### src/rtl/hovalaag_run_ctrl_if.sv
// CPU-side link of the Hovalaag run controller: generated clock/strobe out, OUT-port status and PC back.
interface hovalaag_run_ctrl_if;
    // out_valid qualifies out_select for one cpu cycle; there is no ready, the controller never back-pressures.
    logic       cpu_clk;
    logic       io_strobe;
    logic       out_valid;
    logic       out_select;
    logic [7:0] pc;

    modport master (
        output cpu_clk,
        output io_strobe,
        input  out_valid,
        input  out_select,
        input  pc
    );

    modport slave (
        input  cpu_clk,
        input  io_strobe,
        output out_valid,
        output out_select,
        output pc
    );
endinterface

### src/rtl/hovalaag_run_ctrl.sv
// Run/step/pause controller generating the Hovalaag cpu_clk and io_strobe from the board clock.
// Optional breakpoint support is compiled in with `define HOVALAAG_BREAKPOINT_EN.
module hovalaag_run_ctrl #(
    parameter int CNT_W     = 24,
    parameter int HALF_FAST = 4,
    parameter int HALF_MED  = 2097152,
    parameter int HALF_SLOW = 16777215,
    parameter int HALF_STEP = 4
) (
    input  logic                   clk,
    input  logic                   reset_n,
    input  logic                   run_en,
    input  logic [1:0]             speed,
    input  logic                   step_btn,
    input  logic                   cont_btn,
    input  logic                   pause_on_out1,
    input  logic                   bp_en,
    input  logic [7:0]             bp_addr,
    output logic                   paused,
    output logic                   bp_hit,
    output logic [2:0]             state,
    hovalaag_run_ctrl_if.master    cpu
);
    typedef enum logic [2:0] {
        STOPPED = 3'd0,
        RUN     = 3'd1,
        STEP_HI = 3'd2,
        STEP_LO = 3'd3,
        PAUSED  = 3'd4
    } state_t;

    // Counter counts down to zero, so a half-period of N clks reloads N-1.
    localparam logic [CNT_W-1:0] RLD_FAST = CNT_W'(HALF_FAST - 1);
    localparam logic [CNT_W-1:0] RLD_MED  = CNT_W'(HALF_MED - 1);
    localparam logic [CNT_W-1:0] RLD_SLOW = CNT_W'(HALF_SLOW - 1);
    localparam logic [CNT_W-1:0] RLD_STEP = CNT_W'(HALF_STEP - 1);

    state_t           st;
    logic [CNT_W-1:0] cnt;
    logic [CNT_W-1:0] reload;
    logic             clk_q;
    logic             clk_d1;
    logic             strobe_q;
    logic             paused_q;
    logic             bp_hit_q;
    logic [2:0]       step_sync;
    logic [2:0]       cont_sync;
    logic             step_edge;
    logic             cont_edge;
    logic             active;
    logic             out1_pause;
    logic             bp_trig;
    logic             pause_go;

    assign step_edge  = step_sync[1] & ~step_sync[2];
    assign cont_edge  = cont_sync[1] & ~cont_sync[2];
    assign active     = (st == RUN) || (st == STEP_HI) || (st == STEP_LO);
    assign out1_pause = cpu.out_valid & ~cpu.out_select & pause_on_out1;

`ifdef HOVALAAG_BREAKPOINT_EN
    assign bp_trig = strobe_q & bp_en & (cpu.pc == bp_addr) & ((st == RUN) || (st == STEP_LO));
`else
    logic unused_bp;
    assign unused_bp = ^{bp_en, bp_addr, cpu.pc};
    assign bp_trig   = 1'b0;
`endif

    assign pause_go = (active & out1_pause) | bp_trig;

    always_comb begin
        reload = RLD_SLOW;
        if (speed[1]) begin
            reload = RLD_FAST;
        end else if (speed[0]) begin
            reload = RLD_MED;
        end
    end

    always_ff @(posedge clk) begin
        if (!reset_n) begin
            st        <= STOPPED;
            cnt       <= '0;
            clk_q     <= 1'b0;
            clk_d1    <= 1'b0;
            strobe_q  <= 1'b0;
            paused_q  <= 1'b0;
            bp_hit_q  <= 1'b0;
            step_sync <= '0;
            cont_sync <= '0;
        end else begin
            step_sync <= {step_sync[1:0], step_btn};
            cont_sync <= {cont_sync[1:0], cont_btn};
            clk_d1    <= clk_q;
            strobe_q  <= clk_d1 & ~clk_q;

            // Pausing freezes cpu_clk and the counter exactly where they are.
            if (pause_go) begin
                st       <= PAUSED;
                paused_q <= 1'b1;
                if (bp_trig) begin
                    bp_hit_q <= 1'b1;
                end
            end else begin
                case (st)
                    STOPPED: begin
                        if (run_en) begin
                            st  <= RUN;
                            cnt <= reload;
                        end else if (step_edge) begin
                            st    <= STEP_HI;
                            clk_q <= 1'b1;
                            cnt   <= RLD_STEP;
                        end
                    end
                    RUN: begin
                        // Stopping waits for the low phase so a high phase is never cut short.
                        if (!run_en && !clk_q) begin
                            st <= STOPPED;
                        end else if (cnt == '0) begin
                            clk_q <= ~clk_q;
                            cnt   <= reload;
                        end else begin
                            cnt <= cnt - 1'b1;
                        end
                    end
                    STEP_HI: begin
                        if (cnt == '0) begin
                            st    <= STEP_LO;
                            clk_q <= 1'b0;
                            cnt   <= RLD_STEP;
                        end else begin
                            cnt <= cnt - 1'b1;
                        end
                    end
                    STEP_LO: begin
                        if (cnt == '0) begin
                            st <= STOPPED;
                        end else begin
                            cnt <= cnt - 1'b1;
                        end
                    end
                    PAUSED: begin
                        if (cont_edge && !out1_pause) begin
                            paused_q <= 1'b0;
                            bp_hit_q <= 1'b0;
                            if (run_en) begin
                                st <= RUN;
                            end else if (clk_q) begin
                                // Finish the pending high phase with a real falling edge.
                                st    <= STEP_LO;
                                clk_q <= 1'b0;
                                cnt   <= RLD_STEP;
                            end else begin
                                st <= STOPPED;
                            end
                        end
                    end
                    default: st <= STOPPED;
                endcase
            end
        end
    end

    assign cpu.cpu_clk   = clk_q;
    assign cpu.io_strobe = strobe_q;
    assign paused        = paused_q;
    assign bp_hit        = bp_hit_q;
    assign state         = st;
endmodule
### src/flat_wrapper.sv
// flat-port wrapper written by rule: the top's interface ports become plain ports
module hovalaag_run_ctrl_flat 
#(
    parameter int CNT_W     = 24,
    parameter int HALF_FAST = 4,
    parameter int HALF_MED  = 2097152,
    parameter int HALF_SLOW = 16777215,
    parameter int HALF_STEP = 4
)
  (clk, reset_n, run_en, speed, step_btn, cont_btn, pause_on_out1, bp_en, bp_addr, paused, bp_hit, state, cpu_cpu_clk, cpu_io_strobe, cpu_out_valid, cpu_out_select, cpu_pc);
  hovalaag_run_ctrl_if cpu_i ();
  input  logic clk;
  input  logic reset_n;
  input  logic run_en;
  input  logic [1:0] speed;
  input  logic step_btn;
  input  logic cont_btn;
  input  logic pause_on_out1;
  input  logic bp_en;
  input  logic [7:0] bp_addr;
  output logic paused;
  output logic bp_hit;
  output logic [2:0] state;
  output wire logic [$bits(cpu_i.cpu_clk)-1:0] cpu_cpu_clk;
  output wire logic [$bits(cpu_i.io_strobe)-1:0] cpu_io_strobe;
  input wire logic [$bits(cpu_i.out_valid)-1:0] cpu_out_valid;
  input wire logic [$bits(cpu_i.out_select)-1:0] cpu_out_select;
  input wire logic [$bits(cpu_i.pc)-1:0] cpu_pc;
  assign cpu_cpu_clk = cpu_i.cpu_clk;
  assign cpu_io_strobe = cpu_i.io_strobe;
  assign cpu_i.out_valid = cpu_out_valid;
  assign cpu_i.out_select = cpu_out_select;
  assign cpu_i.pc = cpu_pc;
  hovalaag_run_ctrl #(.CNT_W(CNT_W), .HALF_FAST(HALF_FAST), .HALF_MED(HALF_MED), .HALF_SLOW(HALF_SLOW), .HALF_STEP(HALF_STEP)) u_core (.clk(clk), .reset_n(reset_n), .run_en(run_en), .speed(speed), .step_btn(step_btn), .cont_btn(cont_btn), .pause_on_out1(pause_on_out1), .bp_en(bp_en), .bp_addr(bp_addr), .paused(paused), .bp_hit(bp_hit), .state(state), .cpu(cpu_i));
endmodule
### config.mk
export PLATFORM = sky130hd
export DESIGN_NAME = hovalaag_run_ctrl_flat
export DESIGN_NICKNAME = d
export VERILOG_FILES = /design/src/rtl/hovalaag_run_ctrl_if.sv /design/src/rtl/hovalaag_run_ctrl.sv /design/src/flat_wrapper.sv
export SDC_FILE = /design/constraint.sdc
export NUM_CORES = 1
export LEC_CHECK = 0
export ABC_AREA = 0
export BUFFER_PORTS_ARGS = -buffer_cell sky130_fd_sc_hd__buf_4
export CAP_MARGIN = 10
export CORE_MARGIN = 2
export CORE_UTILIZATION = 61
export CTS_BUF_LIST = sky130_fd_sc_hd__clkbuf_16
export DETAILED_ROUTE_END_ITERATION = 10
export GPL_TIMING_DRIVEN = 1
export HOLD_SLACK_MARGIN = 0.03
export PLACE_DENSITY = 0.85
export SLEW_MARGIN = 20
export SYNTH_ARGS = -nofsm -noshare
export SYNTH_HDL_FRONTEND = slang
export SYNTH_SLANG_ARGS = --single-unit
### constraint.sdc
create_clock -name clk -period 5.4 [get_ports clk]
set_clock_uncertainty 0.1 [all_clocks]
set_input_delay 0.27 -clock clk [delete_from_list [all_inputs] [get_ports clk]]
set_output_delay 0.27 -clock clk [all_outputs]
set_load 0.05 [all_outputs]
# Word-level counts from Yosys, hierarchy flattened
# Cells that the tools add are included.
[totals]
register_bits = 37
input_bits = 27
output_inout_bits = 7
elab_cells = 95
[classes]
add_sub_neg = 1
n_eq_ne = 21
mux = 33
bitwise_logic = 12
n_reduce_logical = 19
[op_table]
columns = ["op", "n"]
rows = [
  ["$mux W24", 11],
  ["$pmux W24 S5", 1],
  ["$logic_not A24 Y1", 1],
  ["$mux W3", 8],
  ["$sub A24 B1 Y24 const B", 1],
  ["$ne A2 B2 Y1 const B", 8],
  ["$pmux W3 S5", 1],
  ["$ne A3 B2 Y1 const B", 4],
  ["$mux W1", 10],
  ["$reduce_and A5 Y1", 2],
  ["$reduce_and A9 Y1", 1],
  ["$reduce_and A8 Y1", 1],
  ["$and A1 B1 Y1", 6],
  ["$eq A3 B2 Y1 const B", 2],
  ["$ne A2 B1 Y1 const B", 3],
  ["$not A1 Y1", 6],
  ["$reduce_bool A5 Y1", 1],
  ["$ne A4 B2 Y1 const B", 1],
  ["$pmux W1 S4", 1],
  ["$reduce_bool A2 Y1", 2],
  ["$reduce_bool A4 Y1", 1],
  ["$eq A3 B1 Y1 const B", 1],
  ["$eq A3 B3 Y1 const B", 1],
  ["$logic_not A1 Y1", 3],
  ["7 further kinds", 9],
]

# Longest topological paths before layout
# Gate-level depths: netlist of the first run.
[logic_depth]
ltp_word = 8
mapped_depth = 9
depth_no_buf = 8

# Worst setup path after synthesis of the first run
# Ideal clock, no wire load.
[synth_path]
kind = "register -> register"
from = "register u_core.clk_q, in the netlist u_core.cpu.cpu_clk"
to = "register u_core.cnt[11]"
setup_ps = 117
t_arrival_ps = 2635
required_ps = 5183
setup_slack_ps = 2547
path_stages_with_launch = 8
path_buffers = 1
synth_period_minus_slack_ps = 2853
path_cell_list = "dfxtp_1 > or4b_2 > a32oi_1 > nand4_1 > a41oi_1 > clkbuf_1 > o21ai_0 > a32o_1"
[synth_via]
elab_chain_len = 4
elab_cells_between_ends = 5
classes_between = "eq/ne: 2; reduce/logical: 3"
[synth_lines]
columns = ["item", "line_no", "text"]
rows = [
  ["from (decl)", "hovalaag_run_ctrl.sv:41", "logic clk_q;"],
  ["from (signal assigned)", "hovalaag_run_ctrl.sv:120", "clk_q <= ~clk_q;"],
  ["$logic_not A1 Y1", "hovalaag_run_ctrl.sv:117", "if (!run_en && !clk_q) begin"],
  ["$logic_and A1 B1 Y1", "hovalaag_run_ctrl.sv:117", ""],
  ["$ne A2 B2 Y1 (no line)", "-", ""],
  ["$reduce_and A8 Y1 (no line) *", "-", ""],
  ["to (signal assigned)", "hovalaag_run_ctrl.sv:121", "cnt <= reload;"],
  ["to (signal assigned)", "hovalaag_run_ctrl.sv:123", "cnt <= cnt - 1'b1;"],
  ["to (signal assigned)", "hovalaag_run_ctrl.sv:132", "cnt <= cnt - 1'b1;"],
  ["to (decl)", "hovalaag_run_ctrl.sv:39", "logic [CNT_W-1:0] cnt;"],
]
# Every way passes the cells marked *; elsewhere a longest branch is shown, timed or not.
# A chain may end at the register's enable or synchronous reset.

# Worst setup path in the final report of the first run
[layout_path]
from = "register u_core.cnt[4]"
to = "register u_core.cnt[7]"
[layout_via]
elab_chain_len = 4
elab_cells_between_ends = 9
classes_between = "add/sub: 1; eq/ne: 1; mux: 5; reduce/logical: 2"
[layout_lines]
columns = ["item", "line_no", "text"]
rows = [
  ["from (signal assigned)", "hovalaag_run_ctrl.sv:108", "cnt <= reload;"],
  ["from (signal assigned)", "hovalaag_run_ctrl.sv:121", ""],
  ["from (signal assigned)", "hovalaag_run_ctrl.sv:123", ""],
  ["$sub A24 B1 Y24 / $logic_not A24 Y1 (equally long branches)", "-", ""],
  ["$mux W24", "hovalaag_run_ctrl.sv:119", "end else if (cnt == '0) begin"],
  ["$mux W24", "hovalaag_run_ctrl.sv:117", ""],
  ["$pmux W24 S5", "hovalaag_run_ctrl.sv:104", "case (st)"],
]
# Parallel ways exist; a longest one is shown, timed or not. The select of a mux whose other input is x is not followed.

==> impl_results.md, run 1 <==
* Setup slack, reg-to-reg at 2.21 ns
* CTS tree: done
* Min-delay worst type: in2reg
* CP startpoint: u_core.cnt[4]
* Layout cells sized above 1 at 13.4%
* Routed length per instance at 16.0 um
* Buffers and inverters on the worst path at 0
* Max Buffers Root-to-Sink at 2
* Synth Net Count at 310
* CP peak stage delay at 0.76 ns
* Busiest grt layer: met2
* Worst Path Max Fanout at 35
* Ys flop type: dfxtp_1
* Core ar. at around 3400 um2
* Setup TNS at 0 ns
* Residual DRC at 0
* Grt total ovfl at 0
* Synth Register Bits at 37
* Worst hold start: cont_btn
* Max VDD drop at ~0.42 mV
* Met2 Usage GRT at 44.5%
* WS Path Type: reg2reg
* Initial DRC count at 240
* Via density at between 6 and 7
* Stages on worst setup path at 6
* Initial antenna violation count at 0
* Worst-Margin Slew at 0.919 ns
* Sequential element share of the synthesized area at 33.7%
* Placed inst area at between 2000 and 2500 um2
* Pins over their slew limit at 0
* First-pass GRT wire length at between 9000 and 10000 um
* Hold depth at 2
* Worst path slowest cell: nand2_1
* Vias in the first global route at 2057
* Routed WL at 5260 um
* RSZ-0062 raised after global routing: false
* Number of diodes at 0
* Gates resized, CTS repair at 0
* Hold Buf Count CTS at 0
* R2R cell count at 6
* Cells after Synth at around 280
* Fin crit share at 59.0%
* Worst endpoint required time at 5.47 ns
* Max-Cap Viols at 0
* Setup Viol. Count Final at 0
* Area Overhead vs Synth at 12.6%
* Synth warn at 0
* Post-route ant nets at 0
* Critical Path Sink Type: register
* Number of nets in the layout at 311
* Post-synth EDFFs at 0
* Slew headroom at 38.6%
* Largest net degree at the start of global routing at 36
* Hold Vio Cnt, Final at 0
* P_int at 1.03 mW
* Comb power frac at a little under three fifths
* Top delay family on crit path: simple AND/OR/NAND/NOR gates
* Final Instance Area at approximately 2500 um2
* Met1 Use GR at 37.7%
* Via count at 2201
* All-layer global routing usage at 28.4%
* Async set or reset register ratio after synthesis at 0%
* Postcts setup bufs at 0
* Leak Pwr at 0.962 nW
* GRT met3 Usage at 7.04%
* NetSw at 0.940 mW
* Routability cong. at about 0.92
* Status: completed
* Syn Std Cell Area at approximately 2200 um2
* Worst r2r src: u_core.cnt[4]
* # port buffers at 15
* Post-Place Cells at 321
* Cts bufs inserted at 5
* CP startpoint kind: register
* Drt first pass iters at 4
* Cell Rows at 21
* Mean area per synthesized cell at 7.83 um2
* Io pins at 34
* CTS Root Cell: clkbuf_16
* CP Data Arrival Time at 3.26 ns
* Post-synthesis cell type count at 50
* CTS H-tree lvls at 2
* Critical Path, Cell by Cell: or4_1, nor3_1, nand4_1, nand2_1, o21ai_0, a32o_1
* Final std cells w/o fill at ~330
* Register share of total power at roughly a quarter
* Maximum clock frequency at 0.314 GHz
* Crit path time final at 3.19 ns
* Die Span X at 64.1 um
* Switch share at between 40% and 50%
* CTS sink cnt at 37
* Die height at 64.1 um
* Clock power frac at 19.1%
* Die area at 4100 um2
* Hpwl dp at 3440 um
* Initial Util at 64.9%
* Clock Latency Late Sink at 0.28 ns
* Worst hold margin at 0.0943 ns
* Worst-path clk slew at around 0.060 ns
* Pwr Density at 796 nW/um2
-- power by group through the flow --
stage                     Clock, mW  Sequential, mW  Combinational (mW)
after global placement            0           0.482                1.07
after global routing          0.390           0.503                1.25
after detailed placement          0           0.488                1.08
after floorplan                   0           0.476               0.901
after CTS                     0.380           0.482                1.10
final                         0.376           0.486                1.11
-- flip-flops by register name, summed over array words and instances, names as in the netlist --
name / count
u_core.cpu.io_strobe: 1
u_core.clk_d1: 1
u_core.cnt: 24
u_core.cont_sync: 3
u_core.step_sync: 3
u_core.paused: 1
u_core.cpu.cpu_clk: 1
u_core.state: 3
-- synthesized netlist by cell type, drive strengths merged (6+ instances only) --
library cell   n  area, um2
o31ai          8       60.1
clkbuf        19       71.3
or3            6       38.8
nor2          26       97.6
o21ai         28        140
or4           10       83.8
dfxtp         37        741
a32o          20        201
nand2         21       78.8
nor4           6       37.5
inv            9       33.8
a21oi         12       60.1
nand3          7       35.0
and2          10       62.6
nor3          13       65.1
-- placed cells by master, fill, tap and decap left out, drive strengths merged, types with 2 or more instances in the layout --
master   n
a211oi   4
a21oi   12
a32o    20
and2    10
buf     16
bufinv   2
clkbuf   5
dfxtp   37
ha       2
inv      9
nand2   21
nand2b   3
nand3    7
nand4    4
nor2    26
nor3    13
nor3b    2
nor4     6
o21a     3
o21ai   28
o21bai   2
o221a    3
o31ai    8
o41ai    4
or2      3
or3      6
or4     10
-- worst paths after layout --
check	end
max	u_core.cnt[7]
min	u_core.cont_sync[0]
max reg2reg	u_core.cnt[7]
min reg2reg	u_core.cpu.io_strobe
-- cell families after synthesis --
| group | share of synthesized area (%) |
|---|---|
| AOI/OAI and AO/OA | 30.2 |
| xor gates and xnor gates | 0.398 |
| adders and majority gates | 1.14 |
| buffers and inverters | 5.86 |
| DFF | 33.7 |
| muxes | 0.455 |
| other | 0.170 |
| and+or+nand+nor | 28.1 |
-- metal layers --
layer	wire, um	vias up
li1	-	1072
met1	2340	1032
met2	2470	85
met3	364	12
met4	89	0
met5	0	-
-- metrics by stage --
step	total power, mW	setup slack, ns	util [%]
final	1.97	2.21	73.1
after global routing	2.14	1.97	73.1
after CTS	1.96	2.11	73.0
after detailed placement	1.57	2.18	67.4
after global placement	1.55	2.24	67.4
after floorplan	1.38	2.55	-
-- layout make-up --
cell class,count,area [um2]
multi-input combinational,213,1340
fill,270,911
tap,46,57.6
clock buffer,5,125
timing repair buffer,16,120
inverter,9,33.8
clock inverter,3,65.1
sequential,37,741
No activity file was read; power rests on OpenSTA's default activity.
==> run 2: changes to the inputs <==
- ABC_AREA: 0 -> 1
- CORE_UTILIZATION: 61 -> 57
- PLACE_DENSITY: 0.85 -> 0.79
- clock period: 5.4 -> 3 ns (I/O delays scaled with it)
==> run 2 against run 1 <==
Non-clock buffer count is 2 higher; critical path depth is 5 higher; sequential power is 79% higher; register-to-register slack worse by 1.4 ns; sequential share of layout area is 2.4 points lower; final area is 8.7% higher.
==> impl_results.md, run 2 <==
* CP Data Arrival Time at 2.29 ns (was 3.26 ns)
* # port buffers at 15 (unchanged)
* R2R cell count at 11 (was 6)
* Worst-Margin Slew at 0.575 ns (was 0.919 ns)
* Drt first pass iters at 4 (unchanged)
* Switch share at 51.2% (was 47.6%)
* Largest family of logic cells by synthesized area: simple AND/OR/NAND/NOR gates (was compound AO/OA/AOI/OAI gates)
* Fin crit share at 73.4% (was 59.0%)
* Setup TNS at 0 ns (unchanged)
* Fill cell count at 372 (was 270)
* Ys flop type: dfxtp_1 (unchanged)
* Worst-path clk slew at 0.06 ns (about the same)
* Synth Net Count at 392 (was 310)
* Mean area per synthesized cell at 6.64 um2 (was 7.83 um2)
* Hold depth at 3 (was 2)
* CP startpoint kind: register (unchanged)
* CTS tree: done (unchanged)
* Number of nets in the layout at 408 (was 311)
* Share of the synthesized area in the top cell type at 30.7% (was 33.7%)
* Initial Util at 59.8% (was 64.9%)
* Mux share of post-synthesis cell area at 0% (was 0.455%)
* Syn Std Cell Area at 2410 um2 (was 2200 um2)
* CP peak stage delay at 0.47 ns (was 0.76 ns)
* Status: completed (unchanged)
* Post-route ant nets at 0 (unchanged)
* FF+latch area at 741 um2 (unchanged)
* Crit path time final at 2.20 ns (was 3.19 ns)
* Setup slack, reg-to-reg at 0.80 ns (was 2.21 ns)
* Hpwl dp at 4030 um (was 3440 um)
* RSZ-0062 raised after global routing: false (unchanged)
* Routed length per instance at 12.9 um (was 16.0 um)
* Most frequent CP cell: nand2_1
* Grt total ovfl at 0 (unchanged)
* Largest reg by FF count: u_core.cnt (unchanged)
* Hold EP: u_core.step_sync[1] (was u_core.cont_sync[0])
* Maximum clock frequency at 0.454 GHz (was 0.314 GHz)
* Via density at 5.43 (was 6.69)
* Comb power frac at 58.2% (was 56.3%)
* All-layer global routing usage at 24.3% (was 28.4%)
* Sequential element share of the synthesized area at 30.7% (was 33.7%)
* Post-synthesis simple-gate area fraction at 34.3% (was 28.1%)
* Critical Path, Cell by Cell: inv_2, nand2_1, nor2_1, nor2_1, nand2_1, nor2_2, o21ai_4, nor2_4, nand3_1, nand2_1, inv_1 (was or4_1, nor3_1, nand4_1, nand2_1, o21ai_0, a32o_1)
* Die Span X at 69.0 um (was 64.1 um)
* Max reg flops at 24 (unchanged)
* Leak Pwr at 1.28 nW (was 0.962 nW)
* Clock Latency Late Sink at 0.28 ns (about the same)
* Worst Path Max Fanout at 19 (was 35)
* Cells after Synth at 363 (was 281)
* NetSw at 1.71 mW (was 0.940 mW)
* Pwr Density at 1240 nW/um2 (was 796 nW/um2)
* Most common cell in the netlist: nand2_1 (was dfxtp_1)
* Io pins at 34 (unchanged)
* Largest net degree at the start of global routing at 30 (was 36)
* Worst endpoint required time at 3.09 ns (was 5.47 ns)
* Cts bufs inserted at 5 (unchanged)
* Synth warn at 0 (unchanged)
* Die height at 69.0 um (was 64.1 um)
* Worst path slowest cell: nor2_4 (was nand2_1)
* Core ar. at 4030 um2 (was 3390 um2)
* Die area at 4760 um2 (was 4100 um2)
* Reg-to-reg critical path endpoint: u_core.cnt[18] (was u_core.cnt[7])
* Post-synth EDFFs at 0 (unchanged)
* CTS sink cnt at 37 (unchanged)
* Tot Pwr at 3.33 mW (was 1.97 mW)
* Clock power frac at 15.7% (was 19.1%)
* Most frequent cells after synthesis: nand2_1 (69), nor2_1 (48), inv_1 (43), dfxtp_1 (37), a21oi_1 (32) (was dfxtp_1 (37), o21ai_0 (27), nor2_1 (26), nand2_1 (21))
* Register share of total power at 26.1% (was 24.6%)
* Initial antenna violation count at 0 (unchanged)
* Synth Register Bits at 37 (unchanged)
* Via count at 2333 (was 2201)
* Setup Viol. Count Final at 0 (unchanged)
* Residual DRC at 0 (unchanged)
* Final std cells w/o fill at 430 (was 329)
* Synth Area in Compound Gates at 17.4% (was 30.2%)
* Pins over their slew limit at 0 (unchanged)
* Cell Rows at 23 (was 21)
* Max-Cap Viols at 0 (unchanged)
* Buffers and inverters on the worst path at 2 (was 0)
* Routability cong. at 0.944 (was 0.916)
* Worst r2r src: u_core.state[2] (was u_core.cnt[4])
* Routed WL at 5530 um (was 5260 um)
* Top delay family on crit path: simple AND/OR/NAND/NOR gates (unchanged)
* Post-synthesis cell type count at 32 (was 50)
* Post-Place Cells at 420 (was 321)
* Top post-synthesis cells by area: dfxtp_1 (31%), nand2_1 (11%), nor2_1 (7.5%), inv_1 (6.7%), a21oi_1 (6.6%) (was dfxtp_1 (34%), a32o_1 (8.6%), o21ai_0 (6.1%), nor2_1 (4.4%), nand2_1 (3.6%))
* Max Buffers Root-to-Sink at 2 (unchanged)
* Layout cells sized above 1 at 15.3% (was 13.4%)
* P_int at 1.63 mW (was 1.03 mW)
* Initial DRC count at 143 (was 240)
* Xor-xnor portion of the synthesized cell area at 6.18% (was 0.398%)
* Commonest non-fill, non-tap cell in the layout: nand2_1 (was dfxtp_1)
* Min-delay worst type: in2reg (unchanged)
* Most frequent cells in the layout: nand2_1 (69), nor2_1 (48), inv_1 (43) (was dfxtp_1 (37), o21ai_0 (27), nor2_1 (24))
* Max VDD drop at 0.497 mV (was 0.419 mV)
* Slew headroom at 61.6% (was 38.6%)
* Multi-input logic area at 1420 um2 (was 1340 um2)
* WS Path Type: reg2reg (unchanged)
* Post-synthesis adder-cell area fraction at 1.04% (was 1.14%)
* Number of diodes at 0 (unchanged)
* First-pass GRT wire length at 9520 um (was 9330 um)
* Async set or reset register ratio after synthesis at 0% (unchanged)
* Area Overhead vs Synth at 11.8% (was 12.6%)
* CTS Root Cell: clkbuf_16 (unchanged)
* Hold Vio Cnt, Final at 0 (unchanged)
* Vias in the first global route at 2272 (was 2057)
* Worst hold margin at 0.141 ns (was 0.0943 ns)
* Post-synth top area cell: dfxtp_1 (unchanged)
* CTS H-tree lvls at 2 (unchanged)
* Critical Path Sink Type: register (unchanged)
* Worst hold start: reset_n (was cont_btn)
[run 2: final cells by class]
| class | count | area share, % |
|---|---|---|
| Timing Repair Buffer | 18 | 5.20 |
| Inverter | 48 | 6.69 |
| Clock buffer | 5 | 4.64 |
| Multi-Input combinational cell | 269 | 52.9 |
| Sequential cell | 37 | 27.5 |
| Tap cell | 50 | 2.32 |
| Clock inverter | 3 | 0.790 |
[run 2: per-stage QoR]
step | utilization, % | area [um2] | worst slack (ns)
floorplan | - | 2410 | 0.938
global placement | 62.7 | 2530 | 0.828
detailed placement | 62.7 | 2530 | 0.802
CTS | 66.9 | 2690 | 0.784
global route | 66.9 | 2690 | 0.567
finish | 66.9 | 2690 | 0.797
[run 2: logic make-up (layout without fill, tap and decap cells)]
| group | Yosys count | count (layout) |
|---|---|---|
| xor+xnor | 17 | 17 |
| flops | 37 | 37 |
| fa+ha+maj | 2 | 2 |
| compound gates | 72 | 72 |
| simple gates | 177 | 177 |
| other cells | 1 | 1 |
| buf+inv | 57 | 74 |
[run 2: worst max path at each step]
stage	startpoint	to	slack, ns	cells past startpoint
after floorplan	u_core.state[2]	u_core.cnt[4]	0.94	10
final	u_core.state[2]	u_core.cnt[18]	0.80	11
after CTS	u_core.state[2]	u_core.cnt[18]	0.78	11
after global placement	u_core.state[2]	u_core.cnt[19]	0.83	11
after detailed placement	u_core.state[2]	u_core.cnt[18]	0.80	11
after global routing	u_core.state[2]	u_core.cnt[18]	0.57	11
[run 2: routing by layer]
metal	routed length, um	track usage, %	vias to the layer above	share of wire [%]
li1	-	-	1209	-
met2	2800	43.7	40	51
met4	123	12.0	0	2.2
met5	0	0	-	0
met3	183	4.82	13	3.3
met1	2430	27.0	1071	44
[run 2: worst register-to-register path, delay by kind of cell (launching register included)]
family	cells	cell delay, ns
AOI/OAI and AO/OA	1	0.13
buffers and inverters	2	0.15
DFF	1	0.46
and+or+nand+nor	8	1.26
[run 2: power by group through the flow]
stage / clock network, mW / registers (mW) / logic [mW]
floorplan: 0 / 0.907 / 1.56
global placement: 0 / 0.873 / 1.88
detailed placement: 0 / 0.878 / 1.91
CTS: 0.532 / 0.867 / 1.93
global route: 0.550 / 0.899 / 2.18
finish: 0.524 / 0.869 / 1.94
[run 2: repair_timing]
item                      in CTS  in global routing
gates resized for setup        0                  0
hold buffers                   2                  0
buffers inserted               0                  0
hold endpoints to repair       2                  0
==> run 3: changes to the inputs <==
- clock period: 3 -> 2.07 ns (I/O delays scaled with it)
==> run 3 against run 2 <==
Die area unchanged; core utilization increased by 3.1 points; wire length increased by 4.3%; via count increased by 3.4%; fmax increased by 16%; combinational power increased by 59%; sequential share of layout area decreased by 1.1 points; clock-buffer cell count unchanged; flip-flop and latch count unchanged; critical path type unchanged.
==> impl_results.md, run 3 (synthesized netlist as in run 2, its figures left out) <==
* Buffers and inverters on the worst path at 3 (was 2)
* Area Overhead vs Synth at 17.0% (was 11.8%)
* Register share of total power at 24.5% (was 26.1%)
* Vias in the first global route at 2281 (was 2272)
* CP peak stage delay at 0.35 ns (was 0.47 ns)
* Switch share at 50.6% (was 51.2%)
* # port buffers at 15 (unchanged)
* Worst path slowest cell: dfxtp_2 (was nor2_4)
* Worst endpoint required time at 2.15 ns (was 3.09 ns)
* Number of nets in the layout at 419 (was 408)
* Postcts setup bufs at 0 (unchanged)
* Critical Path Sink Type: register (unchanged)
* Leak Pwr at 1.34 nW (was 1.28 nW)
* Post-route ant nets at 0 (unchanged)
* Most frequent cells in the layout: nand2_1 (68), nor2_1 (46), inv_1 (41) (was nand2_1 (69), nor2_1 (48), inv_1 (43))
* CTS H-tree lvls at 2 (unchanged)
* Largest net degree at the start of global routing at 30 (unchanged)
* Clock power frac at 15.2% (was 15.7%)
* Routed length per instance at 13.1 um (was 12.9 um)
* Cell Rows at 23 (unchanged)
* Drt first pass iters at 5 (was 4)
* Number of diodes at 0 (unchanged)
* Worst-path clk slew at 0.06 ns (about the same)
* Max Buffers Root-to-Sink at 2 (unchanged)
* Core ar. at 4030 um2 (unchanged)
* Critical Path, Cell by Cell: inv_2, nand2_2, nand2_1, nor2_1, nor2_1, nand2_1, nor2_2, o21ai_4, buf_4, nor2_2, inv_2, nor2_1, nor2_1 (was inv_2, nand2_1, nor2_1, nor2_1, nand2_1, nor2_2, o21ai_4, nor2_4, nand3_1, nand2_1, inv_1)
* Worst Path Max Fanout at 6 (was 19)
* Commonest non-fill, non-tap cell in the layout: nand2_1 (unchanged)
* Layout cells sized above 1 at 19.9% (was 15.3%)
* Setup Viol. Count Final at 0 (unchanged)
* Initial DRC count at 129 (was 143)
* Min-delay worst type: in2reg (unchanged)
* NetSw at 2.59 mW (was 1.71 mW)
* CTS Root Cell: clkbuf_16 (unchanged)
* CTS tree: done (unchanged)
* Via count at 2412 (was 2333)
* Hold Vio Cnt, Final at 0 (unchanged)
* Routability cong. at 0.913 (was 0.944)
* Hpwl dp at 4120 um (was 4030 um)
* Routed WL at 5770 um (was 5530 um)
* Initial antenna violation count at 0 (unchanged)
* Max-Cap Viols at 0 (unchanged)
* Clock Latency Late Sink at 0.29 ns (was 0.28 ns)
* Fin crit share at 92.1% (was 73.4%)
* Die area at 4760 um2 (unchanged)
* CP Data Arrival Time at 1.99 ns (was 2.29 ns)
* Largest reg by FF count: u_core.cnt (unchanged)
* WS Path Type: reg2reg (unchanged)
* RSZ-0062 raised after global routing: false (unchanged)
* Pins over their slew limit at 0 (unchanged)
* Io pins at 34 (unchanged)
* CTS sink cnt at 37 (unchanged)
* Post-Place Cells at 430 (was 420)
* Via density at 5.47 (was 5.43)
* Comb power frac at 60.2% (was 58.2%)
* Crit path time final at 1.91 ns (was 2.20 ns)
* Setup TNS at 0 ns (unchanged)
* Grt total ovfl at 0 (unchanged)
* Worst hold margin at 0.0861 ns (was 0.141 ns)
* Die Span X at 69.0 um (unchanged)
* Maximum clock frequency at 0.525 GHz (was 0.454 GHz)
* Initial Util at 59.8% (unchanged)
* All-layer global routing usage at 24.2% (was 24.3%)
* Final std cells w/o fill at 441 (was 430)
* Max VDD drop at 0.793 mV (was 0.497 mV)
* Cts bufs inserted at 5 (unchanged)
* CP startpoint kind: register (unchanged)
* Most frequent CP cell: nor2_1 (was nand2_1)
* Top delay family on crit path: simple AND/OR/NAND/NOR gates (unchanged)
* Max reg flops at 24 (unchanged)
* Status: completed (unchanged)
* First-pass GRT wire length at 9560 um (was 9520 um)
* Die height at 69.0 um (unchanged)
* Pwr Density at 1820 nW/um2 (was 1240 nW/um2)
* P_int at 2.53 mW (was 1.63 mW)
* Residual DRC at 0 (unchanged)
==> run 3: worst paths after layout <==
kind,startpoint,endpoint,slack (ns),cells past startpoint
max,u_core.state[1],u_core.cnt[22],0.16,13
min,reset_n,u_core.cont_sync[1],0.09,3
max reg2reg,u_core.state[1],u_core.cnt[22],0.16,13
min reg2reg,u_core.clk_d1,u_core.cpu.io_strobe,0.32,2
==> run 3: through the flow <==
step / setup WS [ns] / instance area, um2 / power, mW / utilization, %
2_1_floorplan: 0.00802 / 2410 / 3.57 / -
3_3_place_gp: 0.120 / 2620 / 4.13 / 64.9
3_5_place_dp: 0.110 / 2620 / 4.19 / 64.9
4_1_cts: 0.0838 / 2790 / 5.00 / 69.1
5_1_grt: 0.00439 / 2820 / 5.53 / 70.0
6_report: 0.164 / 2820 / 5.12 / 70.0
==> run 3: layer usage <==
layer,track usage [%],wire length [um],up-vias
met3,4.82,220,15
met1,28.0,2520,1103
met5,0,0,-
met2,43.1,2890,63
li1,-,-,1231
met4,10.5,143,0
==> run 3: cell type report <==
| type | count | area, um2 |
|---|---|---|
| multi-input combinational | 270 | 1450 |
| tap | 50 | 62.6 |
| sequential | 37 | 744 |
| inverter | 48 | 183 |
| timing repair buffer | 28 | 228 |
| fill | 346 | 1210 |
| clock buffer | 5 | 125 |
| clock inverter | 3 | 25.0 |
==> run 3: power by group through the flow <==
| stage | Combinational (mW) | Sequential [mW] | Clock (mW) |
|---|---|---|---|
| floorplan | 2.26 | 1.31 | 0 |
| global placement | 2.88 | 1.25 | 0 |
| detailed placement | 2.93 | 1.26 | 0 |
| CTS | 2.97 | 1.24 | 0.783 |
| global route | 3.42 | 1.29 | 0.817 |
| finish | 3.09 | 1.26 | 0.779 |
==> run 3: what timing repair did <==
| item | in CTS | in global routing |
|---|---|---|
| hold buffers | 2 | 0 |
| endpoints found under the setup margin | 0 | 23 |
| endpoints found under the hold margin | 2 | 0 |
| gates resized for setup | 0 | 12 |
==> run 3: worst reg2reg max path, stage by stage, from the launching register on <==
cell and delay (ns):
dfxtp_2 0.35, inv_2 0.09, nand2_2 0.09, nand2_1 0.09
nor2_1 0.08, nor2_1 0.14, nand2_1 0.08, nor2_2 0.16
o21ai_4 0.11, buf_4 0.17, nor2_2 0.12, inv_2 0.07
nor2_1 0.12, nor2_1 0.04
